<file path="src/rtl/l2_cache_control.sv">
// l2_cache_control: direct-mapped L2 tag/valid/dirty owner sequencing hit, writeback and fill
module l2_cache_control #(
  parameter int s_offset = 5,
  parameter int s_index  = 3,
  parameter int s_mask   = 2**s_offset,
  parameter int s_line   = 8*s_mask,
  parameter int s_tag    = 32-s_offset-s_index
) (
  input  logic                clk,
  input  logic                rst,
  input  logic                mem_read,
  input  logic                mem_write,
  input  logic [31:0]         mem_address,
  input  logic [s_mask-1:0]   mem_wmask,
  input  logic [s_line-1:0]   mem_wdata,
  output logic [s_line-1:0]   mem_rdata,
  output logic                mem_resp,
  output logic                pmem_read,
  output logic                pmem_write,
  output logic [31:0]         pmem_address,
  output logic [s_line-1:0]   pmem_wdata,
  input  logic [s_line-1:0]   pmem_rdata,
  input  logic                pmem_resp,
  output logic                data_read,
  output logic [s_mask-1:0]   data_write_en,
  output logic [s_index-1:0]  data_index,
  output logic [s_line-1:0]   data_datain,
  input  logic [s_line-1:0]   data_dataout
);
  localparam int num_sets = 2**s_index;
  typedef enum logic [1:0] {IDLE, CHECK, WRITEBACK, FILL} state_t;
  state_t state, state_n;
  logic [s_tag-1:0] tags [num_sets];
  logic [num_sets-1:0] valid, dirty;
  logic [s_index-1:0] idx;
  logic [s_tag-1:0] req_tag;
  logic hit, wr_hit, wb_done, fill_done;
  assign idx        = mem_address[s_offset +: s_index];
  assign req_tag    = mem_address[31 -: s_tag];
  assign hit        = valid[idx] && tags[idx] == req_tag;
  assign wr_hit     = state == CHECK && hit && mem_write;
  assign wb_done    = state == WRITEBACK && pmem_resp;
  assign fill_done  = state == FILL && pmem_resp;
  assign data_index = idx;
  assign mem_rdata  = data_dataout;
  assign pmem_wdata = data_dataout;
  always_ff @(posedge clk or posedge rst) begin
    if (rst) state <= IDLE;
    else state <= state_n;
  end
  always_ff @(posedge clk or posedge rst) begin
    if (rst) begin
      valid <= '0;
      dirty <= '0;
    end else begin
      if (wr_hit) dirty[idx] <= 1'b1;
      if (wb_done || fill_done) dirty[idx] <= 1'b0;
      if (fill_done) valid[idx] <= 1'b1;
    end
  end
  // tags are meaningless until valid, so they need no reset
  always_ff @(posedge clk) begin
    if (fill_done) tags[idx] <= req_tag;
  end
  always_comb begin
    state_n       = state;
    mem_resp      = 1'b0;
    pmem_read     = 1'b0;
    pmem_write    = 1'b0;
    data_read     = 1'b0;
    data_write_en = '0;
    data_datain   = mem_wdata;
    pmem_address  = {mem_address[31:s_offset], {s_offset{1'b0}}};
    case (state)
      IDLE: state_n = (mem_read || mem_write) ? CHECK : IDLE;
      CHECK: begin
        data_read     = 1'b1;
        mem_resp      = hit;
        data_write_en = wr_hit ? mem_wmask : '0;
        state_n       = hit ? IDLE : (valid[idx] && dirty[idx]) ? WRITEBACK : FILL;
      end
      WRITEBACK: begin
        pmem_write   = 1'b1;
        data_read    = 1'b1;
        pmem_address = {tags[idx], idx, {s_offset{1'b0}}};
        state_n      = pmem_resp ? FILL : WRITEBACK;
      end
      FILL: begin
        pmem_read     = 1'b1;
        data_write_en = pmem_resp ? '1 : '0;
        data_datain   = pmem_resp ? pmem_rdata : mem_wdata;
        state_n       = pmem_resp ? CHECK : FILL;
      end
    endcase
  end
endmodule
</file>
<file path="config.mk">
export PLATFORM = sky130hd
export DESIGN_NAME = l2_cache_control
export DESIGN_NICKNAME = d
export VERILOG_FILES = /design/src/rtl/l2_cache_control.sv
export SDC_FILE = /design/constraint.sdc
export NUM_CORES = 1
export LEC_CHECK = 0
export CORE_AREA = 2 2 661 663
export CTS_CLUSTER_SIZE = 30
export DETAILED_ROUTE_END_ITERATION = 12
export DIE_AREA = 0 0 663 665
export PLACE_DENSITY = 0.3
export SETUP_SLACK_MARGIN = 0.02
export SYNTH_ARGS = -nofsm -noshare
export SYNTH_HDL_FRONTEND = slang
export SYNTH_SLANG_ARGS = --single-unit
</file>
<file path="constraint.sdc">
create_clock -name clk -period 9.55 [get_ports clk]
set_input_delay 1.91 -clock clk [delete_from_list [all_inputs] [get_ports clk]]
set_output_delay 1.91 -clock clk [all_outputs]
set_load 0.02 [all_outputs]
</file>
==> flow_summary.json, run 1 <==
{
  "status": "completed",
  "grt_pass1_vias": 15900,
  "crit_start": "mem_address[6]",
  "crit_chain": "buf_2 -> buf_4 -> mux4_2 -> mux2i_1 -> xor2_1 -> nand2_1 -> nand4bb_1 -> or3_1 -> nor4_1 -> clkdlybuf4s50_1",
  "finalCriticalPeriod_ns": 7.85,
  "overflow": 0,
  "cp-start-kind": "input pin",
  "r2r_slack_ns": 6.30,
  "layout-drive-gt1-share_pct": 6.92,
  "setup.worst_path.end": "mem_resp",
  "io_pins": 1676,
  "cts_sinks": 210,
  "netlist_area_sq_um": 16400,
  "area_growth_pct": 78.8,
  "drt-initial-drc-count": 1231,
  "core_sq_um": 433000,
  "synth-edff-count": 192,
  "grt_pass1_wl_microns": 346000,
  "grt_antenna_before_repair": 160,
  "reg2reg_from": "state[1]$_DFF_PP0_",
  "crit_path_top_delay_cell": "clkdlybuf4s50_1",
  "cts_hold_buf": 0,
  "max_stage_delay_ns": 0.75,
  "synth_common_cells": "nand2_1 (786), buf_4 (527), edfxtp_1 (192), clkbuf_1 (66), mux2i_1 (59)",
  "die_width_microns": 663,
  "die_height_microns": 665,
  "vias_per_cell": 2.03,
  "synthMuxAreaShare_pct": 8.04,
  "worst_pin_slew_ns": 1.02,
  "synth_cell_type_count": 55,
  "synth.most_common_cell": "nand2_1",
  "wirelength_microns": 308000,
  "pwr_density_cell_nw_per_um2": 177,
  "fin_setup_tns_ns": 0,
  "yosysWarnings": 0,
  "synth_compound_area_share_pct": 4.32,
  "synth-seq-cells": 210,
  "synthFlopType": "edfxtp_1",
  "wire_per_inst_microns": 37.9,
  "crit_type": "in -> out",
  "reg2reg_to": "tags[7][12]$_DFFE_PP_",
  "synth_xor_area_share_pct": 0.692,
  "yosys.area_share.adder_pct": 0.304,
  "cts_tree": "yes",
  "dieArea_sq_um": 441000,
  "htree_num_levels": 1,
  "root_buffer": "clkbuf_16",
  "rsz0062_at_grt": "false",
  "ys_async_sr_fraction_pct": 8.57,
  "finalMaxSlewViolations": 0,
  "final_util_pct": 6.79,
  "synth_top_family_by_area": "buffers and inverters",
  "vdd_drop_max_mv": 0.107,
  "slew_headroom_pct": 32.0,
  "avgSynthCellArea_sq_um": 8.23,
  "start_util_pct": 3.80,
  "portBuffers": 897,
  "synth.area.top_cells": "edfxtp_1 (35%), buf_4 (24%), nand2_1 (18%)",
  "num-fill-cells": 50900,
  "via_count": 16500,
  "hold_violations": 0,
  "p_leak_nw": 9.56,
  "crit_arrival_ns": 5.94,
  "clk_latency_ns": 0.54,
  "ant_nets": 0,
  "yosys.area_share.simple_pct": 21.5,
  "rows": 242,
  "clockBufferDepth": 3,
  "synthCells": 1999,
  "worstSetupEndpointType": "output port",
  "yosysTopAreaCellShare_pct": 35.1,
  "clk_pin_slew_ns": 0.05,
  "cts_resized": 0,
  "reg2reg_depth": 6,
  "cp_max_fo": 20,
  "dp_hpwl_microns": 283000,
  "gr-usage-all-layers_pct": 13.4,
  "dr.pass1.iters": 6,
  "post_cts_buffers": 0,
  "period_share_pct": 82.2,
  "hp-class": "reg -> reg",
  "nets": 3192,
  "clock_skew_ns": 0.0241,
  "yosys.area.top_type": "edfxtp_1",
  "drv_cap": 0,
  "grt_max_degree": 89,
  "clock.fmax_ghz": 0.127,
  "drc": 0,
  "cts_buffers": 25,
  "ys_seq_area_share_pct": 37.8,
  "crit_required_ns": 7.64,
  "setup_viol": 0,
  "place.gp.congestion": 1.06
}
[per-stage QoR]
| step | setup slack [ns] | hold WS (ns) | std cells | power, mW | cell area, sq um |
|---|---|---|---|---|---|
| global route | 1.47 | 0.494 | 8117 | 5.44 | 29400 |
| floorplan | 3.35 | 0.434 | 2003 | 2.52 | 16500 |
| CTS | 1.64 | 0.473 | 8103 | 5.42 | 29300 |
| global placement | 1.54 | 0.449 | 8058 | 4.56 | 28600 |
| finish | 1.70 | 0.467 | 8130 | 5.20 | 29400 |
| detailed placement | 1.66 | 0.453 | 8058 | 4.55 | 28600 |
[how the worst min path moves through the flow]
stage,from,endpoint,depth (start not counted)
final,valid[6]$_DFFE_PP0P_,valid[6]$_DFFE_PP0P_,1
after detailed placement,valid[4]$_DFFE_PP0P_,valid[4]$_DFFE_PP0P_,1
after CTS,valid[4]$_DFFE_PP0P_,valid[4]$_DFFE_PP0P_,1
after global routing,valid[0]$_DFFE_PP0P_,valid[0]$_DFFE_PP0P_,1
after floorplan,valid[2]$_DFFE_PP0P_,valid[2]$_DFFE_PP0P_,1
after global placement,valid[4]$_DFFE_PP0P_,valid[4]$_DFFE_PP0P_,1
[sequential cells by signal, indices dropped and copies added (netlist names)]
signal	flops
valid	8
tags	192
state	2
dirty	8
[placed cells by master (no fill, tap or decap), types with 11 or more instances in the layout]
master           count
mux2_2              23
edfxtp_1           192
mux2i_1             59
nand2_1            785
mux4_2              20
o21ai_0             46
a22oi_1             11
dfrtp_1             18
clkbuf_16           25
nor3_1              12
inv_1               46
clkdlybuf4s50_1    871
buf_4               59
a21oi_1             15
nor2_1              33
diode_2             27
[routing by layer]
| layer | GRT usage (%) | wire length (microns) | vias to the layer above |
|---|---|---|---|
| met4 | 4.65 | 13600 | 76 |
| met5 | 1.55 | 1340 | - |
| met2 | 26.1 | 167000 | 1769 |
| li1 | - | - | 6669 |
| met3 | 10.3 | 52000 | 448 |
| met1 | 9.33 | 74100 | 7547 |
[where the power goes]
part	total (mW)	switching, mW	leakage (nW)	internal [mW]
clock network	0.850	0.368	0.348	0.481
registers	1.07	0.0161	1.96	1.05
logic	3.28	2.22	7.26	1.06
[area by class of cell]
cell class	instances	area, sq um	area share, %
inverter	46	173	0.587
tap	5734	7170	24.4
clock inverter	10	47.5	0.162
sequential	210	6220	21.1
clock buffer	35	663	2.25
timing repair buffer	936	9270	31.5
multi-input combinational	1132	5800	19.7
antenna	27	67.6	0.230
[worst max-delay path, delay by kind of cell]
family	cells	cell delay, ns
buffers and inverters	3	1.72
and+or+nand+nor	4	1.23
muxes	2	0.77
xor gates and xnor gates	1	0.28
[cell families (layout without fill, tap and decap cells)]
group                    after synthesis  count (layout)
XOR/XNOR                              13              13
adder cells (fa/ha/maj)                4               4
AND/OR/NAND/NOR                      893             893
other                                  1              32
multiplexers                         103             103
buffers and inverters                661            1027
AO/OA/AOI/OAI                        114             114
flip-flops                           210             210
(Power assumes the default switching activity.)
==> run 2: changes to the inputs <==
--- a/config.mk
+++ b/config.mk
@@ -5,10 +5,10 @@
 export SDC_FILE = /design/constraint.sdc
 export NUM_CORES = 1
 export LEC_CHECK = 0
-export CORE_AREA = 2 2 661 663
+export CORE_AREA = 2 2 662 664
 export CTS_CLUSTER_SIZE = 30
 export DETAILED_ROUTE_END_ITERATION = 12
-export DIE_AREA = 0 0 663 665
+export DIE_AREA = 0 0 664 666
 export PLACE_DENSITY = 0.3
 export SETUP_SLACK_MARGIN = 0.02
 export SYNTH_ARGS = -nofsm -noshare
==> constraint.sdc (replaced) <==
create_clock -name clk -period 7.6 [get_ports clk]
set_input_delay 1.52 -clock clk [delete_from_list [all_inputs] [get_ports clk]]
set_output_delay 1.52 -clock clk [all_outputs]
set_load 0.02 [all_outputs]
==> flow_summary.json, run 2 (same netlist as run 1, synthesis figures left out) <==
{
  "clock.fmax_ghz": 0.148,
  "start_util_pct": 3.77,
  "wirelength_microns": 318000,
  "htree_num_levels": 1,
  "overflow": 0,
  "cts_sinks": 210,
  "ant_nets": 0,
  "largest_register_ffs": 192,
  "cts_hold_buf": 0,
  "setup_viol": 0,
  "grt_max_degree": 127,
  "grt_pass1_vias": 16300,
  "place.gp.congestion": 0.969,
  "r2r_slack_ns": 4.59,
  "rsz0062_at_grt": "false",
  "core_sq_um": 436000,
  "max_stage_delay_ns": 0.68,
  "slew_headroom_pct": 31.9,
  "cp-start-kind": "input pin",
  "cts_tree": "yes",
  "largest-register": "tags",
  "root_buffer": "clkbuf_16",
  "gr-usage-all-layers_pct": 13.8,
  "area_growth_pct": 79.9,
  "clk_pin_slew_ns": 0.06,
  "fin_setup_tns_ns": 0,
  "p_leak_nw": 9.63,
  "dp_hpwl_microns": 297000,
  "drc": 0,
  "cts_resized": 0,
  "worst_pin_slew_ns": 1.02,
  "hp-class": "reg -> reg",
  "via_count": 16400,
  "vias_per_cell": 2.01,
  "status": "completed",
  "finalCriticalPeriod_ns": 6.77,
  "period_share_pct": 89.1,
  "drt-initial-drc-count": 1032,
  "rows": 243,
  "clock_skew_ns": 0.0164,
  "wire_per_inst_microns": 39.0,
  "vdd_drop_max_mv": 0.159,
  "layout-drive-gt1-share_pct": 7.47,
  "crit_path_top_delay_cell": "clkdlybuf4s50_1",
  "post_cts_buffers": 0,
  "cpMostUsedCell": "buf_4",
  "portBuffers": 897,
  "placed_cells": 8083,
  "num-fill-cells": 51300,
  "die_width_microns": 664,
  "clk_latency_ns": 0.55,
  "die_height_microns": 666,
  "largestRegisters": "tags x192, dirty x8, valid x8",
  "crit_required_ns": 6.08,
  "grt_pass1_wl_microns": 355000,
  "pwr_density_cell_nw_per_um2": 223,
  "finalMaxSlewViolations": 0,
  "layout_commonest_cell": "clkdlybuf4s50_1",
  "dr.pass1.iters": 6,
  "io_pins": 1676,
  "grt_antenna_before_repair": 230,
  "drv_cap": 0,
  "crit_chain": "buf_2 -> buf_4 -> or2_2 -> o22ai_1 -> nor3_1 -> nor4b_1 -> buf_4 -> and4_1 -> nand4_1 -> buf_12 -> o21ai_0 -> clkdlybuf4s50_1",
  "cts_buffers": 24,
  "cp_max_fo": 41,
  "clockBufferDepth": 3,
  "worstSetupEndpointType": "output port",
  "layout_common_cells": "clkdlybuf4s50_1 (866), nand2_1 (785), edfxtp_1 (192)",
  "dieArea_sq_um": 442000,
  "fin_cells": 8163,
  "hold_violations": 0,
  "crit_type": "in -> out",
  "crit_arrival_ns": 5.25,
  "nets": 3193
}
==> run 2: routing by layer <==
metal | wire length [microns] | vias up | GRT usage [%] | share of wire (%)
met1 | 73600 | 7261 | 9.23 | 23
met3 | 52600 | 590 | 10.4 | 17
met5 | 1630 | - | 1.09 | 0.51
met2 | 177000 | 1729 | 27.6 | 56
li1 | - | 6688 | - | -
met4 | 13700 | 156 | 4.38 | 4.3
==> run 2: worst paths after layout <==
kind | cells after the start | endpoint | startpoint
max in group asynchronous | 2 | dirty[6]$_DFF_PP0_ | rst
setup reg to reg | 6 | tags[4][4]$_DFFE_PP_ | state[0]$_DFF_PP0_
hold / removal | 1 | valid[6]$_DFFE_PP0P_ | valid[6]$_DFFE_PP0P_
setup / recovery | 12 | data_write_en[3] | mem_address[5]
hold reg to reg | 1 | valid[6]$_DFFE_PP0P_ | valid[6]$_DFFE_PP0P_
min in group asynchronous | 2 | valid[2]$_DFFE_PP0P_ | rst
==> run 2: cell type report <==
class                           count  area [sq um]  area share (%)
Timing Repair Buffer              938          9320            31.5
Antenna cell                       38          95.1           0.321
Clock inverter                     14           150           0.507
Tap cell                         5757          7200            24.3
Sequential cell                   210          6220            21.0
Clock buffer                       28           637            2.15
Multi-Input combinational cell   1132          5800            19.6
Inverter                           46           173           0.583
==> run 2: metrics by stage <==
step	total power, mW	hold slack (ns)	instance area (sq um)	util, %	worst slack, ns
2_1_floorplan	3.17	0.434	16500	-	2.18
3_3_place_gp	5.67	0.452	28700	6.58	0.641
3_5_place_dp	5.67	0.453	28700	6.58	0.765
4_1_cts	6.88	0.468	29500	6.77	0.751
5_1_grt	6.90	0.481	29500	6.78	0.702
6_report	6.60	0.470	29600	6.79	0.832
==> run 2: worst max-delay path, delay by kind of cell <==
kind	cells	cell delay [ns]
AOI/OAI and AO/OA	2	0.55
buffers and inverters	5	1.53
and+or+nand+nor	5	1.57
==> run 2: power breakdown <==
part	switching (mW)	internal, mW	leakage [nW]
registers	0.0197	1.32	1.96
logic	2.73	1.34	7.29
clock network	0.497	0.699	0.383
total	3.25	3.35	9.63
==> run 3: changes to the inputs <==
--- a/config.mk
+++ b/config.mk
@@ -10,6 +10,7 @@
 export DETAILED_ROUTE_END_ITERATION = 12
 export DIE_AREA = 0 0 664 666
 export PLACE_DENSITY = 0.3
+export RECOVER_POWER = 25
 export SETUP_SLACK_MARGIN = 0.02
 export SYNTH_ARGS = -nofsm -noshare
 export SYNTH_HDL_FRONTEND = slang
==> flow_summary.json, run 3 (same netlist as run 1, synthesis figures left out) <==
{
  "status": "completed",
  "rsz0062_at_grt": "false",
  "core_sq_um": 436000,
  "clk_latency_ns": 0.55,
  "vdd_drop_max_mv": 0.159,
  "crit_type": "in -> out",
  "cp_max_fo": 41,
  "layout-drive-gt1-share_pct": 7.01,
  "dp_hpwl_microns": 297000,
  "worst_pin_slew_ns": 1.47,
  "layout_commonest_cell": "clkdlybuf4s50_1",
  "clk_pin_slew_ns": 0.06,
  "overflow": 0,
  "slew_headroom_pct": 1.98,
  "hp-class": "reg -> reg",
  "grt_pass1_vias": 16300,
  "dieArea_sq_um": 442000,
  "place.gp.congestion": 0.969,
  "die_width_microns": 664,
  "r2r_slack_ns": 4.26,
  "dr.pass1.iters": 5,
  "holdPathEnd": "valid[6]$_DFFE_PP0P_",
  "finalMaxSlewViolations": 0,
  "crit_arrival_ns": 5.24,
  "rows": 243,
  "hold_start": "valid[6]$_DFFE_PP0P_",
  "largest_register_ffs": 192,
  "placed_cells": 8083,
  "finalCriticalPeriod_ns": 6.76,
  "grt_pass1_wl_microns": 355000,
  "placed_area_sq_um": 28700,
  "grt_antenna_before_repair": 232,
  "layout_common_cells": "clkdlybuf4s50_1 (840), nand2_1 (786), edfxtp_1 (192)",
  "worstSetupEndpointType": "output port",
  "wire_per_inst_microns": 39.0,
  "portBuffers": 897,
  "cp-start-kind": "input pin",
  "cts_tree": "yes",
  "crit_required_ns": 6.08,
  "htree_num_levels": 1,
  "largestRegisters": "tags x192, dirty x8, valid x8",
  "nets": 3193,
  "die_height_microns": 666,
  "root_buffer": "clkbuf_16",
  "period_share_pct": 88.9,
  "setup_viol": 0,
  "via_count": 16400,
  "clock_skew_ns": 0.0158,
  "drc": 0,
  "area_growth_pct": 79.7,
  "cts_buffers": 24,
  "postLayoutCellArea_sq_um": 29600,
  "drv_cap": 0,
  "largest-register": "tags",
  "clock.fmax_ghz": 0.148,
  "wirelength_microns": 318000,
  "cts_sinks": 210,
  "cts_resized": 0,
  "cts_hold_buf": 0,
  "fin_setup_tns_ns": 0,
  "drt-initial-drc-count": 1077,
  "hold_violations": 0,
  "grt_max_degree": 127,
  "reg2reg_depth": 4,
  "start_util_pct": 3.77,
  "pwr_density_cell_nw_per_um2": 223,
  "ant_nets": 0,
  "gr-usage-all-layers_pct": 13.8,
  "hold_depth": 1,
  "reg2reg_to": "tags[3][23]$_DFFE_PP_",
  "reg2reg_from": "state[0]$_DFF_PP0_",
  "clockBufferDepth": 3,
  "holdWs_ns": 0.470,
  "fin_cells": 8170,
  "post_cts_buffers": 0,
  "io_pins": 1676,
  "vias_per_cell": 2.01,
  "p_leak_nw": 9.61
}
run 3: changes by cell type in the layout (fill, tap and decap cells not counted), moves of 6 or more:
| cell | before | now |
|---|---|---|
| diode_2 | 38 | 45 |
| clkdlybuf4s50_1 | 866 | 840 |
| clkbuf_1 | 3 | 9 |
| dlygate4sd3_1 | 0 | 26 |
| buf_4 | 61 | 55 |
run 3: final cells by class:
cell class | instances | area [sq um]
Antenna cell | 45 | 113
Timing Repair Buffer | 938 | 9290
Clock inverter | 14 | 150
Sequential cell | 210 | 6220
Fill cell | 51300 | 406000
Tap cell | 5757 | 7200
Clock buffer | 28 | 637
Multi-Input combinational cell | 1132 | 5770
Inverter | 46 | 173
run 3: worst max path at each step:
stage	start	endpoint	slack, ns
after detailed placement	mem_address[6]	data_write_en[4]	0.77
after CTS	mem_address[7]	data_write_en[4]	0.75
after global placement	mem_address[6]	data_write_en[8]	0.64
after floorplan	mem_address[7]	mem_resp	2.18
after global routing	mem_address[6]	data_write_en[30]	0.70
final	mem_address[7]	data_write_en[3]	0.84
run 3: per-stage QoR:
step / setup slack [ns] / utilization, % / total power [mW]
floorplan: 2.18 / - / 3.17
global placement: 0.641 / 6.58 / 5.67
detailed placement: 0.765 / 6.58 / 5.67
CTS: 0.751 / 6.77 / 6.88
global route: 0.702 / 6.77 / 6.90
finish: 0.844 / 6.78 / 6.59
run 3: critical path, stage by stage:
cell	delay, ns
buf_4	0.43
mux2_2	0.41
o22ai_1	0.26
nor3_1	0.08
nor4b_1	0.72
buf_4	0.23
and4_1	0.21
nand4_1	0.15
buf_12	0.21
o21ai_0	0.22
clkdlybuf4s50_1	0.68
run 3: metal layers:
layer | track usage (%) | part of all wire [%] | vias to the layer above | wire, microns
li1 | - | - | 6689 | -
met1 | 9.23 | 23 | 7266 | 72900
met2 | 27.6 | 55 | 1723 | 176000
met3 | 10.4 | 17 | 582 | 53200
met4 | 4.38 | 4.4 | 154 | 14000
met5 | 1.09 | 0.51 | - | 1620
run 3: power breakdown:
group	switching, mW	leakage (nW)	internal (mW)
combinational	2.72	7.27	1.33
clock	0.498	0.383	0.699
sequential	0.0197	1.96	1.32
total	3.24	9.61	3.35
==> edit, RTL diff (config.mk and constraints of run 3) <==
Make the reset (`rst`) synchronous in 2 clocked blocks.
--- a/src/rtl/l2_cache_control.sv
+++ b/src/rtl/l2_cache_control.sv
@@ -46,3 +46,3 @@
   assign pmem_wdata = data_dataout;
-  always_ff @(posedge clk or posedge rst) begin
+  always_ff @(posedge clk) begin
     if (rst) state <= IDLE;
@@ -50,3 +50,3 @@
   end
-  always_ff @(posedge clk or posedge rst) begin
+  always_ff @(posedge clk) begin
     if (rst) begin
Check against the original RTL: not settled (the Yosys comparison gave no result); the edit may change what the design does.
==> edit against run 3 <==
Setup slack worse by 0.034 ns; hold slack lost 0.0054 ns; wire length decreased by 11%; non-clock buffer count is 1 lower; design area hardly changed; clock skew shrank 0.0092 ns; global-route usage decreased by 1.5 points; area after synthesis up 0.43%; sequential cell count stayed put.
Power is not compared: it rests on default switching activity, and its combinational part moved more than twofold at a synthesized area within 25%.
==> edit: results (changes against run 3) <==
| Metric | Value |
|---|---|
| Wire length per cell | 36.9 um (-5.2%) |
| Area contributors post-synth | edfxtp_1 (35%), buf_4 (24%), mux2_2 (19%) |
| WP data arrival | 5.27 ns (+0.03 ns) |
| Peak supply drop | 129 uV |
| Crit-path slowest cell | clkdlybuf4s50_1 |
| Pre-antenna DRT Iters | 5 (unchanged) |
| Final GP Congestion | 0.895 (-7.6%) |
| First DRT Iteration DRCs | 1035 (-3.9%) |
| Async S/R FF share, synth | 0% (-8.6 points) |
| Clk buf depth | 3 (unchanged) |
| Setup Skew | 0.00662 ns (-0.00919 ns) |
| Sink of the worst hold path | dirty[4]$_SDFF_PP0_ |
| Vias after detailed routing | 14.2k (-13%) |
| Num CTS Buffers | 26 (+8.3%) |
| Hold path cells | 2 (+1) |
| Outcome | completed |
| Max-cap violation count | 0 (unchanged) |
| GRT Resource Usage Total | 12.2% (-1.5 points) |
| Worst R2R End | tags[2][20]$_DFFE_PP_ |
| Leakage | 8.54 nW |
| Reg2Reg Launch Point | state[1]$_SDFF_PP0_ |
| Fill cell count | 51.1k (-0.51%) |
| Largest net degree at the start of global routing | 69 (-46%) |
| Reg2Reg Setup Slack | 4.61 ns (+0.35 ns) |
| H-tree levels | 1 (unchanged) |
| Antenna violations before repair | 164 (-29%) |
| Synth cell types | 63 (+15%) |
| Hold_ws | 0.465 ns (-0.00544 ns) |
| Global-route wire length before repair | 316 mm (-11%) |
| Slew @ Worst Pin | 0.983 ns (-0.487 ns) |
| Largest registers | tags: 192 flops, dirty: 8 flops, valid: 8 flops |
| Layout cells sized above 1 | 24.4% (+17 points) |
| Post-cts sizing count | 0 (unchanged) |
| Worst Hold Class | reg -> reg |
| PortBufs | 897 (unchanged) |
| Register area share after synthesis | 37.1% (-0.71 points) |
| Synth top cells by count | buf_4 (529), mux2_2 (275), edfxtp_1 (192), mux2i_1 (59), nor2_1 (51) |
| Peak per-stage delay on the critical path | 0.66 ns (-0.06 ns) |
| DPL Wire Length | 263 mm (-11%) |
| Dominant delay contributor by cell family on the critical path | buffers and inverters |
| Synth Warn # | 0 (unchanged) |
| CP max FO | 40 (-2.4%) |
| Worst-path clk slew | 0.06 ns (about the same) |
| EDFF count, synth | 192 (unchanged) |
| Clk Latency, worst-skew pair | 0.54 ns |
| R2R depth | 4 (unchanged) |
| Synth Flop Type | edfxtp_1 |
| Hold path start | dirty[4]$_SDFF_PP0_ |
| Root Buffer | clkbuf_16 |
| Post-CTS setup repair buffer count | 0 (unchanged) |
| Fin nets | 2699 (-15%) |
edit: routing by layer:
metal	wire (um)	up-vias	track usage, %
met3	43700	486	8.48
met2	155000	1540	24.0
met1	72600	6653	9.17
met4	11400	82	3.86
li1	-	5478	-
met5	680	-	0.695
edit: tightest hold or removal path, delay by kind of cell (launching register included):
family	cells	cell delay, ns
AND/OR/NAND/NOR	1	0.07
AO/OA/AOI/OAI	1	0.05
flip-flops	1	0.31
edit: per-stage QoR:
step	setup slack, ns	utilization (%)	area [um^2]	std cells
floorplan	2.13	-	16500	1480
global placement	0.815	6.58	28700	7587
detailed placement	0.778	6.58	28700	7587
CTS	0.779	6.76	29500	7632
global route	0.700	6.77	29500	7642
finish	0.811	6.78	29500	7657
edit: cell families (layout without fill, tap and decap cells):
family / after synthesis / count (layout) / share of synthesized area (%)
flops: 210 / 210 / 37.1
fa+ha+maj: 4 / 4 / 0.303
simple gates: 140 / 140 / 4.33
mux: 358 / 358 / 25.5
other cells: 1 / 30 / 0.0227
compound gates: 126 / 126 / 5.17
buf+inv: 626 / 1021 / 27.0
xor+xnor: 11 / 11 / 0.583
edit: how the worst max path moves through the flow:
stage,cells past startpoint,startpoint,end
final,11,mem_address[7],data_write_en[24]
after global routing,11,mem_address[7],data_write_en[24]
after CTS,11,mem_address[7],data_write_en[24]
after detailed placement,11,mem_address[7],data_write_en[24]
after global placement,10,mem_address[7],mem_resp
after floorplan,10,mem_address[5],data_write_en[19]
edit: power by group:
group | internal (mW) | leakage, nW | switching [mW] | total, mW
combinational | 0.741 | 6.27 | 1.09 | 1.83
clock | 0.713 | 0.400 | 0.486 | 1.20
sequential | 1.27 | 1.87 | 0.00569 | 1.28
edit: area by class of cell:
class | count | area, um^2 | share of cell area (%)
Antenna cell | 25 | 62.6 | 0.212
Clock buffer | 34 | 702 | 2.38
Clock inverter | 11 | 106 | 0.360
Inverter | 39 | 146 | 0.495
Multi-Input combinational cell | 644 | 6010 | 20.3
Sequential cell | 210 | 6130 | 20.7
Tap cell | 5757 | 7200 | 24.4
Timing Repair Buffer | 937 | 9200 | 31.1
